### config.mk
export PLATFORM = sky130hd
export DESIGN_NAME = reg_file_param
export DESIGN_NICKNAME = d
export VERILOG_FILES = /design/src/rtl/reg_file_param_pkg.sv /design/src/rtl/reg_file_param_clear_seq.sv /design/src/rtl/reg_file_param.sv
export SDC_FILE = /design/constraint.sdc
export NUM_CORES = 1
export LEC_CHECK = 0
export BUFFER_PORTS_ARGS = -buffer_cell sky130_fd_sc_hd__buf_2
export CORE_ASPECT_RATIO = 0.8
export CORE_MARGIN = 3
export CORE_UTILIZATION = 50
export DETAILED_ROUTE_END_ITERATION = 10
export PLACE_DENSITY = 0.77
export SLEW_MARGIN = 10
export SYNTH_ARGS = -nofsm -noshare
export SYNTH_HDL_FRONTEND = slang
export SYNTH_HIERARCHICAL = 1
export SYNTH_SLANG_ARGS = --single-unit
### constraint.sdc
create_clock -name I_clk -period 2.9 [get_ports I_clk]
set_input_delay 0.145 -clock I_clk [delete_from_list [all_inputs] [get_ports I_clk]]
set_output_delay 0.145 -clock I_clk [all_outputs]
set_load 0.05 [all_outputs]
### src/rtl/reg_file_param_pkg.sv
// Shared types and defaults for the parametrised register file and its soft-clear sequencer.
// The clear-FSM state encoding is fixed so that both files agree on it.
package reg_file_param_pkg;

  localparam int RF_DEF_WIDTH = 16;
  localparam int RF_DEF_DEPTH = 8;

  typedef enum logic {
    RF_IDLE  = 1'b0,
    RF_CLEAR = 1'b1
  } rf_state_e;

endpackage

### src/rtl/reg_file_param_clear_seq.sv
// Soft-clear sequencer: sweeps every register address once, one per cycle, and
// drives the array's clear write port while the sweep is in progress.
//
//  state    | meaning
//  ---------+-------------------------------------------------------------
//  RF_IDLE  | no sweep; a clr pulse starts one with the counter at 0
//  RF_CLEAR | zeroing register cnt this cycle; leaves after cnt==DEPTH-1
module rf_clear_seq
  import reg_file_param_pkg::*;
#(
  parameter int DEPTH  = RF_DEF_DEPTH,
  parameter int ADDR_W = $clog2(RF_DEF_DEPTH)
) (
  input  logic              clk,
  input  logic              rst,
  input  logic              clr,
  output logic              busy,
  output logic              clr_we,
  output logic [ADDR_W-1:0] clr_addr
);

  localparam logic [ADDR_W-1:0] LAST = ADDR_W'(DEPTH - 1);

  rf_state_e         state, state_next;
  logic [ADDR_W-1:0] cnt, cnt_next;

  always_ff @(posedge clk) begin
    if (rst) begin
      state <= RF_IDLE;
      cnt   <= '0;
    end else begin
      state <= state_next;
      cnt   <= cnt_next;
    end
  end

  always_comb begin
    state_next = state;
    cnt_next   = cnt;
    case (state)
      RF_IDLE: begin
        if (clr) begin
          state_next = RF_CLEAR;
          cnt_next   = '0;
        end
      end
      RF_CLEAR: begin
        // clr is deliberately ignored here; a new pulse never restarts the sweep
        if (cnt == LAST) begin
          state_next = RF_IDLE;
          cnt_next   = '0;
        end else begin
          cnt_next = cnt + ADDR_W'(1);
        end
      end
      default: begin
        state_next = RF_IDLE;
        cnt_next   = '0;
      end
    endcase
  end

  assign busy     = (state == RF_CLEAR);
  assign clr_we   = busy;
  assign clr_addr = cnt;

endmodule

### src/rtl/reg_file_param.sv
// Parametrised CPU register file: two registered read ports, one write port,
// optional write-to-read bypass, optional hardwired-zero R0 and a sequenced soft clear.
module reg_file_param
  import reg_file_param_pkg::*;
#(
  parameter  int WIDTH   = RF_DEF_WIDTH,
  parameter  int DEPTH   = RF_DEF_DEPTH,
  parameter  int BYPASS  = 1,
  parameter  int ZERO_R0 = 0,
  localparam int ADDR_W  = $clog2(DEPTH)
) (
  input  logic              I_clk,
  input  logic              I_rst,
  input  logic              I_en,
  input  logic              I_we,
  input  logic [ADDR_W-1:0] I_selA,
  input  logic [ADDR_W-1:0] I_selB,
  input  logic [ADDR_W-1:0] I_selD,
  input  logic [WIDTH-1:0]  I_dataD,
  input  logic              I_clr,
  output logic [WIDTH-1:0]  O_dataA,
  output logic [WIDTH-1:0]  O_dataB,
  output logic              O_busy
);

  localparam logic [ADDR_W:0] DEPTH_L = (ADDR_W + 1)'(DEPTH);

  logic [WIDTH-1:0]  regs [DEPTH];
  logic              busy;
  logic              clr_we;
  logic [ADDR_W-1:0] clr_addr;
  logic              wr_fire;
  logic              fwd_a, fwd_b;
  logic [WIDTH-1:0]  rd_a, rd_b;

  rf_clear_seq #(
    .DEPTH  (DEPTH),
    .ADDR_W (ADDR_W)
  ) u_clear_seq (
    .clk      (I_clk),
    .rst      (I_rst),
    .clr      (I_clr),
    .busy     (busy),
    .clr_we   (clr_we),
    .clr_addr (clr_addr)
  );

  function automatic logic sel_ok(input logic [ADDR_W-1:0] sel);
    return ({1'b0, sel} < DEPTH_L);
  endfunction

  function automatic logic is_r0_zero(input logic [ADDR_W-1:0] sel);
    return (ZERO_R0 != 0) && (sel == '0);
  endfunction

  // Out-of-range selects and a hardwired R0 win over both forwarding and array contents.
  function automatic logic [WIDTH-1:0] read_mux(input logic [ADDR_W-1:0] sel,
                                                input logic [WIDTH-1:0]  cur,
                                                input logic              fwd,
                                                input logic [WIDTH-1:0]  fwd_data);
    if (!sel_ok(sel) || is_r0_zero(sel)) return '0;
    if (fwd) return fwd_data;
    return cur;
  endfunction

  assign wr_fire = I_en && I_we && !busy && sel_ok(I_selD) && !is_r0_zero(I_selD);

  // busy already blocks wr_fire, so no forwarding can happen during a sweep.
  assign fwd_a = (BYPASS != 0) && wr_fire && (I_selA == I_selD);
  assign fwd_b = (BYPASS != 0) && wr_fire && (I_selB == I_selD);

  assign rd_a = read_mux(I_selA, regs[I_selA], fwd_a, I_dataD);
  assign rd_b = read_mux(I_selB, regs[I_selB], fwd_b, I_dataD);

  always_ff @(posedge I_clk) begin
    if (I_rst) begin
      for (int i = 0; i < DEPTH; i++) regs[i] <= '0;
    end else if (clr_we) begin
      regs[clr_addr] <= '0;
    end else if (wr_fire) begin
      regs[I_selD] <= I_dataD;
    end
  end

  always_ff @(posedge I_clk) begin
    if (I_rst) begin
      O_dataA <= '0;
      O_dataB <= '0;
    end else if (I_en) begin
      O_dataA <= rd_a;
      O_dataB <= rd_b;
    end
  end

  assign O_busy = busy;

endmodule

==> results of run 1 <==
worst min-delay path, delay by kind of cell:
kind / cells / cell delay (ns)
compound gates: 1 / 0.06
buf+inv: 1 / 0.11
simple gates: 1 / 0.10
where the power goes:
group / leakage, nW / internal (W) / switching (W)
Combinational: 1.54 / 0.000264 / 0.000405
Sequential: 1.62 / 0.00264 / 0.0000683
Clock: 0.280 / 0.00129 / 0.000984
logic make-up after synthesis:
logic type | after synthesis
simple gates | 213
flops | 164
mux | 96
compound gates | 52
buf+inv | 42
xor+xnor | 6
fa+ha+maj | 3
final timing paths:
kind,slack (ns),from,end,cells after the start
setup / recovery,0.38,u_clear_seq/busy,regs[3][11],4
hold / removal,0.04,I_clr,u_clear_seq/clr_addr[1],3
setup reg to reg,0.38,u_clear_seq/busy,regs[3][11],4
hold reg to reg,0.48,O_dataA[9],O_dataA[9],1
sequential cells by signal, summed over array words and instances, names as in the netlist:
signal	cells
u_clear_seq/clr_addr	3
O_dataA	16
regs	128
O_dataB	16
u_clear_seq/busy	1
area by class of cell:
| cell class | instances | area share, % |
|---|---|---|
| inverters | 3 | 0.1197 |
| clock inverters | 15 | 1.782 |
| repair buffers | 107 | 7.286 |
| well taps | 210 | 2.792 |
| flip-flops and latches | 164 | 48.50 |
| multi-input cells | 370 | 35.00 |
| clock buffers | 17 | 4.521 |
placed cells by master, fill, tap and decap left out, drive strengths merged, types with 10 or more instances in the layout:
master and count:
mux4 64, clkbuf 17, a221o 31, dfxtp 36, edfxtp 128, mux2i 32, buf 92, inv 10
nand2 29, dlygate4sd3 15, nor2 164
routing by layer:
layer | up-vias | part of all wire, % | wire length, µm | global-route usage [%]
met2 | 353 | 51 | 10830 | 42.51
li1 | 2401 | - | - | -
met4 | 0 | 3.2 | 672 | 9.925
met1 | 2823 | 36 | 7674 | 30.84
met3 | 55 | 9.9 | 2102 | 5.398
met5 | - | 0 | 0 | 0
through the flow:
stage                     std cells  hold WS (ns)  instance area, µm²
after floorplan                 576        0.2141                8069
after global placement          839        0.4085                8667
after detailed placement        839        0.4117                8667
after CTS                       886       0.02356                9410
after global routing            886       0.02820                9410
final                           886       0.03639                9410
what timing repair did:
action	4_1_cts	5_1_grt
endpoints found under the setup margin	0	0
endpoints found under the hold margin	29	0
hold buffers	15	0
==> results.py, run 1 <==
metrics = {
    "placement": {
        "hpwl_um": 13540,
        "pre_cts_ws_ns": 0.3946,
        "routabilityCongestion": 0.8612,
        "io_buffers": 62,
    },
    "floorplanning": {
        "die_y_um": 119.6,
        "die-area_mm2": 0.01771,
        "ios": 63,
        "start_util_pct": 52.35,
        "std_cell_rows": 40,
        "die_w_um": 148.0,
        "design.core.area_mm2": 0.01541,
    },
    "final_layout": {
        "n_fill_cell": 1178,
        "antennaDiodeCount": 0,
        "multi_input_area_mm2": 0.003293,
        "regArea_mm2": 0.004564,
        "final_util_pct": 61.05,
        "nNetsFinal": 696,
        "areaGrowthSynthToFinish_pct": 16.62,
        "drive_gt1_share_pct": 30.33,
    },
    "run": {
        "maxCapViolCount": 0,
    },
    "synthesis": {
        "yosys.area_share.simple_pct": 11.10,
        "ys.flop_type": "edfxtp_1",
        "yosys.area.top_type_share_pct": 47.64,
        "avgSynthCellArea_um2": 14.01,
        "netlist_instances": 576,
        "synth_fa_ha_area_share_pct": 0.4652,
        "synth_common_cells": "nor2_1 (163), edfxtp_1 (128), mux4_2 (64)",
        "ys_top_cells_by_area": "edfxtp_1 (48%), mux4_2 (18%), dfxtp_1 (8.9%)",
        "yosysMostFrequentCell": "nor2_1",
        "synth_seq_cells": 164,
        "yosys_warnings": 6,
        "synth.area.mux_share_pct": 21.83,
        "async_flop_share_pct": 0,
        "synth_edf_count": 128,
        "synth_fp_nets": 609,
        "synth_top_area_cell": "edfxtp_1",
        "synth_top_family_by_area": "multiplexers",
        "synth_cell_types": 39,
        "synth_xor_area_share_pct": 0.6513,
        "ys_seq_area_share_pct": 56.57,
        "synth-compound-area-share_pct": 6.730,
        "syn-cell-area_mm2": 0.008069,
    },
    "global_route": {
        "grt_pass1_wl_um": 32870,
        "grt.total_usage_pct": 24.81,
        "grt-ovfl-total": 0,
        "antenna_found_initial": 0,
        "grt_max_degree": 33,
        "grt_pass1_vias": 5718,
    },
    "timing": {
        "grt_setup_unrepaired": "no",
        "finalSetupTns_ns": 0,
        "hold_violations": 0,
        "period_share_pct": 86.87,
        "setup_viol": 0,
        "min_period_ns": 2.519,
        "drv_slew": 0,
        "max_freq_mhz": 397.0,
        "fin_ws_ns": 0.3809,
        "slew_headroom_pct": 31.30,
        "tightest_slew_ns": 1.028,
        "fin_worst_skew_ns": 0.005746,
    },
    "clock_tree": {
        "post-cts-setup-buffer-count": 0,
        "cts-buffers-inserted": 17,
        "clock_sinks": 164,
        "clock_latency_ns": 0.43,
        "ctsRootBufferMaster": "clkbuf_16",
        "htree_levels": 4,
        "cts.path.max_buffers": 2,
        "clkTransAtPathRegs_ns": 0.06,
        "ctsResizeCount": 0,
        "cts_tree": "done",
    },
    "worst_setup_path": {
        "setup.worst_path.end_class": "flip-flop",
        "cp.arrival_ns": 2.46,
        "crit_buf_inv": 0,
        "required_ns": 2.84,
        "crit_path_cell_trace": "and3b_1, and4_1, o211ai_2, nand2_1",
        "cp_slowest_stage_delay_ns": 0.64,
        "worstSetupPathType": "flip-flop to flip-flop",
        "cp_max_fo": 16,
        "start_kind": "flip-flop",
        "cp_top_family": "simple AND/OR/NAND/NOR gates",
        "critPathSlowestCell": "dfxtp_1",
    },
    "hold_path": {
        "min_path_type": "primary input to flip-flop",
    },
    "detailed_routing": {
        "drtPass1Iterations": 6,
        "antenna_left": 0,
        "wl_per_cell_um": 24.01,
        "vias_per_cell": 6.357,
        "drt_iter0_drc": 804,
        "vias": 5632,
        "drt_wl_total_um": 21280,
        "drc": 0,
    },
    "status": {
        "outcome": "finished, final reports clean",
    },
    "pwr": {
        "vdd_drop_max_mv": 0.3131,
        "p_total_w": 0.005646,
        "power_density_mw_per_mm2": 599.9,
        "p_leak_nw": 3.442,
    },
}
(Power assumes the default switching activity.)
==> run 2: changes to the inputs <==
--- a/config.mk
+++ b/config.mk
@@ -11,6 +11,7 @@
 export CORE_UTILIZATION = 50
 export DETAILED_ROUTE_END_ITERATION = 10
 export PLACE_DENSITY = 0.77
+export RECOVER_POWER = 50
 export SLEW_MARGIN = 10
 export SYNTH_ARGS = -nofsm -noshare
 export SYNTH_HDL_FRONTEND = slang
==> run 2 against run 1 <==
Effect of this change: total power decreased by 0.34%; first-iteration DRC count decreased by 3.6%; non-clock buffer count unchanged; clock power about the same; setup slack got worse by 0.15 ns; sequential share of layout area increased by 0.60 points.
==> results.py, run 2 (synthesized netlist as in run 1, its figures left out) <==
metrics = {
    "clock_tree": {
        "cts.path.max_buffers": 2,
        "clkTransAtPathRegs_ns": 0.06,
        "htree_levels": 4,
        "cts-buffers-inserted": 17,
        "clock_latency_ns": 0.43,
        "cts_tree": "done",
        "ctsResizeCount": 0,
        "ctsRootBufferMaster": "clkbuf_16",
        "clock_sinks": 164,
    },
    "placement": {
        "dpl_cell_area_mm2": 0.008667,
        "dpl.cell_count": 839,
        "hpwl_um": 13540,
        "io_buffers": 62,
        "routabilityCongestion": 0.8612,
    },
    "status": {
        "outcome": "finished, final reports clean",
    },
    "floorplanning": {
        "die_y_um": 119.6,
        "std_cell_rows": 40,
        "ios": 63,
        "design.core.area_mm2": 0.01541,
        "die-area_mm2": 0.01771,
        "die_w_um": 148.0,
        "start_util_pct": 52.35,
    },
    "worst_setup_path": {
        "start_kind": "flip-flop",
        "worstSetupPathType": "flip-flop to flip-flop",
        "setup.worst_path.end_class": "flip-flop",
        "required_ns": 3.03,
        "cp.arrival_ns": 2.80,
        "cp_max_fo": 16,
    },
    "final_layout": {
        "drive_gt1_share_pct": 23.37,
        "largest_reg_flops": 128,
        "top_register": "regs",
        "final_cell_area_mm2": 0.009295,
        "largestRegisters": "regs: 128 flops, O_dataA: 16 flops, O_dataB: 16 flops",
        "final_util_pct": 60.30,
        "final_cells": 886,
        "final_cell_mix": "nor2_1 (162), edfxtp_1 (128), mux4_2 (64)",
        "final_common_cell": "nor2_1",
        "antennaDiodeCount": 0,
        "nNetsFinal": 696,
        "areaGrowthSynthToFinish_pct": 15.20,
    },
    "timing": {
        "holdWs_ns": 0.04051,
        "drv_slew": 0,
        "min_period_ns": 2.665,
        "tightest_slew_ns": 1.173,
        "period_share_pct": 91.91,
        "fin_worst_skew_ns": 0.006800,
        "hold_violations": 0,
        "setup_viol": 0,
        "max_freq_mhz": 375.2,
        "grt_setup_unrepaired": "no",
        "slew_headroom_pct": 21.80,
        "finalSetupTns_ns": 0,
    },
    "pwr": {
        "vdd_drop_max_mv": 0.3118,
        "power_density_mw_per_mm2": 605.3,
        "switching_share_pct": 25.84,
        "p_leak_nw": 3.259,
        "p_seq_share_pct": 48.1,
        "combPwrFrac_pct": 11.6,
        "p_sw_w": 0.001454,
        "p_clk_share_pct": 40.3,
        "intPower_w": 0.004172,
    },
    "global_route": {
        "antenna_found_initial": 0,
        "grt_pass1_wl_um": 32870,
        "grt_max_degree": 33,
        "grt.total_usage_pct": 24.81,
        "grt_pass1_vias": 5718,
        "grt-ovfl-total": 0,
    },
    "detailed_routing": {
        "vias": 5658,
        "drt_iter0_drc": 775,
        "drt_wl_total_um": 21440,
        "drtPass1Iterations": 6,
        "wl_per_cell_um": 24.20,
        "vias_per_cell": 6.386,
        "drc": 0,
        "antenna_left": 0,
    },
    "run": {
        "maxCapViolCount": 0,
    },
    "hold_path": {
        "min_path_type": "primary input to flip-flop",
    },
}
-- run 2: changes by cell type in the layout (fill, tap and decap cells not counted), sizes merged --
cell / delta
buf: -45
clkbuf: +45
-- run 2: power by group through the flow --
stage / Sequential, W / Combinational, W / Clock (W)
floorplan: 0.00284 / 0.000361 / 0
finish: 0.00271 / 0.000651 / 0.00227
global route: 0.00271 / 0.000688 / 0.00239
global placement: 0.00274 / 0.000638 / 0
CTS: 0.00270 / 0.000669 / 0.00228
detailed placement: 0.00275 / 0.000650 / 0
-- run 2: through the flow --
stage | setup WS [ns] | total power (W)
floorplan | 0.2760 | 0.003196
global placement | 0.5437 | 0.003376
detailed placement | 0.3946 | 0.003399
CTS | 0.3846 | 0.005648
global route | 0.1394 | 0.005789
finish | 0.2346 | 0.005626
-- run 2: critical path, stage by stage (launching register included) --
cell and delay, ns:
dfxtp_1 0.64, and3b_1 0.30, and4_1 0.24, o211ai_2 0.19, clkbuf_1 0.87, nor2_1 0.13
-- run 2: area by class of cell --
| cell class | count | area (µm²) |
|---|---|---|
| fill | 1214 | 6120 |
| timing repair buffer | 107 | 600.6 |
| sequential | 164 | 4564 |
| tap | 210 | 262.8 |
| inverter | 3 | 11.26 |
| clock buffer | 17 | 425.4 |
| clock inverter | 15 | 167.7 |
| multi-input combinational | 370 | 3263 |
-- run 2: path summary, 6_finish.rpt --
| kind | from | endpoint | slack [ns] | cells after the start |
|---|---|---|---|---|
| max | u_clear_seq/busy | regs[2][9] | 0.23 | 5 |
| min | I_clr | u_clear_seq/clr_addr[1] | 0.04 | 3 |
| max reg2reg | u_clear_seq/busy | regs[2][9] | 0.23 | 5 |
| min reg2reg | O_dataA[9] | O_dataA[9] | 0.48 | 1 |
-- run 2: what timing repair did --
action | CTS | global route
endpoints found under the hold margin | 29 | 0
setup buffers | 0 | 0
hold buffers | 15 | 0
endpoints found under the setup margin | 0 | 0
-- run 2: per-layer routing --
layer | vias to the layer above | track usage, % | routed length (µm)
met1 | 2842 | 30.84 | 7673
met2 | 369 | 42.51 | 10900
met3 | 50 | 5.398 | 2265
met5 | - | 0 | 0
li1 | 2397 | - | -
met4 | 0 | 9.925 | 609
==> run 3: changes to the inputs <==
--- a/config.mk
+++ b/config.mk
@@ -12,6 +12,7 @@
 export DETAILED_ROUTE_END_ITERATION = 10
 export PLACE_DENSITY = 0.77
 export RECOVER_POWER = 50
+export REMOVE_ABC_BUFFERS = 1
 export SLEW_MARGIN = 10
 export SYNTH_ARGS = -nofsm -noshare
 export SYNTH_HDL_FRONTEND = slang
==> run 3 against run 2 <==
Effect of this change: sequential share of layout area fell by 0.26 points; critical path depth unchanged; maximum frequency is 1.4% higher; sequential power about the same; routed wire length increased by 1.4%; first-iteration DRC count shrank 11%; via count decreased by 0.28%; flip-flop and latch count unchanged; design area grew 0.53%; final cell count rose by 0.79%; highest routed layer unchanged.
==> results.py, run 3 (synthesized netlist as in run 1, its figures left out) <==
metrics = {
    "placement": {
        "routabilityCongestion": 0.8616,
        "dpl.cell_count": 845,
        "io_buffers": 62,
        "hpwl_um": 14700,
    },
    "timing": {
        "period_share_pct": 90.68,
        "fin_worst_skew_ns": 0.006748,
        "tightest_slew_ns": 1.192,
        "setup_viol": 0,
        "slew_headroom_pct": 20.51,
        "min_period_ns": 2.630,
        "drv_slew": 0,
        "max_freq_mhz": 380.3,
        "hold_violations": 0,
        "finalSetupTns_ns": 0,
        "grt_setup_unrepaired": "no",
    },
    "global_route": {
        "gr-max-usage-layer": "met2",
        "grt.total_usage_pct": 25.16,
        "grt_pass1_vias": 5666,
        "grt-ovfl-total": 0,
        "globalRouteMet3Util_pct": 8.834,
        "gr-usage-met1_pct": 32.46,
        "grt_pass1_wl_um": 32720,
        "antenna_found_initial": 0,
        "gr-usage-met2_pct": 39.69,
        "grt_max_degree": 21,
    },
    "final_layout": {
        "drive_gt1_share_pct": 24.45,
        "final_cells": 893,
        "nNetsFinal": 703,
        "largestRegisters": "regs: 128 flops, O_dataA: 16 flops, O_dataB: 16 flops",
        "final_cell_mix": "nor2_1 (162), edfxtp_1 (128), mux4_2 (64)",
        "antennaDiodeCount": 0,
        "top_register": "regs",
        "n_fill_cell": 1248,
        "final_common_cell": "nor2_1",
        "areaGrowthSynthToFinish_pct": 15.80,
        "largest_reg_flops": 128,
    },
    "floorplanning": {
        "die_w_um": 148.0,
        "die_y_um": 119.6,
        "start_util_pct": 52.35,
        "die-area_mm2": 0.01771,
        "design.core.area_mm2": 0.01541,
        "ios": 63,
        "std_cell_rows": 40,
    },
    "hold_path": {
        "min_path_type": "primary input to flip-flop",
        "min_from": "I_dataD[4]",
        "worstHoldPathCells": 2,
    },
    "detailed_routing": {
        "vias_per_cell": 6.318,
        "drt_iter0_drc": 689,
        "antenna_left": 0,
        "vias": 5642,
        "drc": 0,
        "drtPass1Iterations": 5,
        "wl_per_cell_um": 24.35,
        "drt_wl_total_um": 21740,
    },
    "clock_tree": {
        "cts.path.max_buffers": 2,
        "cts_tree": "done",
        "clock_sinks": 164,
        "ctsRootBufferMaster": "clkbuf_16",
        "htree_levels": 4,
        "clock_latency_ns": 0.44,
        "clkTransAtPathRegs_ns": 0.07,
        "post-cts-setup-buffer-count": 0,
        "cts-buffers-inserted": 17,
    },
    "worst_setup_path": {
        "r2r-start": "u_clear_seq/busy",
        "cp_max_fo": 16,
        "crit_path_start": "u_clear_seq/busy",
        "required_ns": 3.03,
        "r2r_cells": 5,
        "setup.worst_path.end_class": "flip-flop",
        "start_kind": "flip-flop",
        "cp.arrival_ns": 2.76,
        "worstSetupPathType": "flip-flop to flip-flop",
    },
    "pwr": {
        "power_density_mw_per_mm2": 592.0,
        "vdd_drop_max_mv": 0.4947,
        "p_leak_nw": 3.299,
    },
    "run": {
        "maxCapViolCount": 0,
    },
    "status": {
        "outcome": "finished, final reports clean",
    },
}
-- run 3: cell count changes in the layout (fill, tap and decap cells not counted), sizes merged --
cell / before / now
buf: 47 / 56
inv: 10 / 7
bufinv: 2 / 1
clkinv: 2 / 6
clkinvlp: 4 / 3
dlygate4sd3: 15 / 16
clkbuf: 62 / 60
-- run 3: cell type report --
cell class,count,area (µm²),share of cell area [%]
clock inverters,14,130.1,1.393
flip-flops and latches,164,4564,48.85
multi-input cells,370,3277,35.07
inverters,3,11.26,0.1205
clock buffers,18,429.2,4.593
well taps,210,262.8,2.812
repair buffers,114,669.4,7.164
-- run 3: worst paths after layout --
check                           slack [ns]           to
worst max register to register        0.27  regs[4][11]
worst min register to register        0.48   O_dataB[9]
worst min-delay path                  0.02   O_dataB[4]
worst max-delay path                  0.27  regs[4][11]
-- run 3: worst max-delay path, cell delays in order, from the launching register on --
cell and delay, ns:
dfxtp_1 0.63, nand3b_4 0.34, nor4_1 0.11, o211ai_2 0.19
clkbuf_1 0.90, nor2_1 0.15
-- run 3: metal layers --
metal,wire [µm],vias up
met5,0,-
met1,8222,2789
li1,-,2413
met4,518,0
met3,2687,49
met2,10320,391
-- run 3: report_power, final --
group | switching, W | total (W) | internal (W) | leakage, nW
Clock | 0.000968 | 0.00216 | 0.00119 | 0.267
Sequential | 0.0000685 | 0.00270 | 0.00264 | 1.62
Combinational | 0.000409 | 0.000669 | 0.000259 | 1.41
-- run 3: per-stage QoR --
stage	setup WS (ns)	power, W	util, %	hold WS [ns]	instance area (µm²)
final	0.2702	0.005532	60.62	0.01966	9344
after detailed placement	0.3656	0.003410	56.52	0.4050	8712
after global routing	0.2132	0.005684	60.62	0.01375	9344
after global placement	0.4971	0.003384	56.52	0.3983	8712
after CTS	0.3564	0.005557	61.19	0.002622	9432
after floorplan	-0.01586	0.003140	-	0.2141	7866
-- run 3: timing repair --
action / CTS / global route
hold endpoints to repair: 29 / 0
resized for setup: 0 / 0
hold buffers: 16 / 0
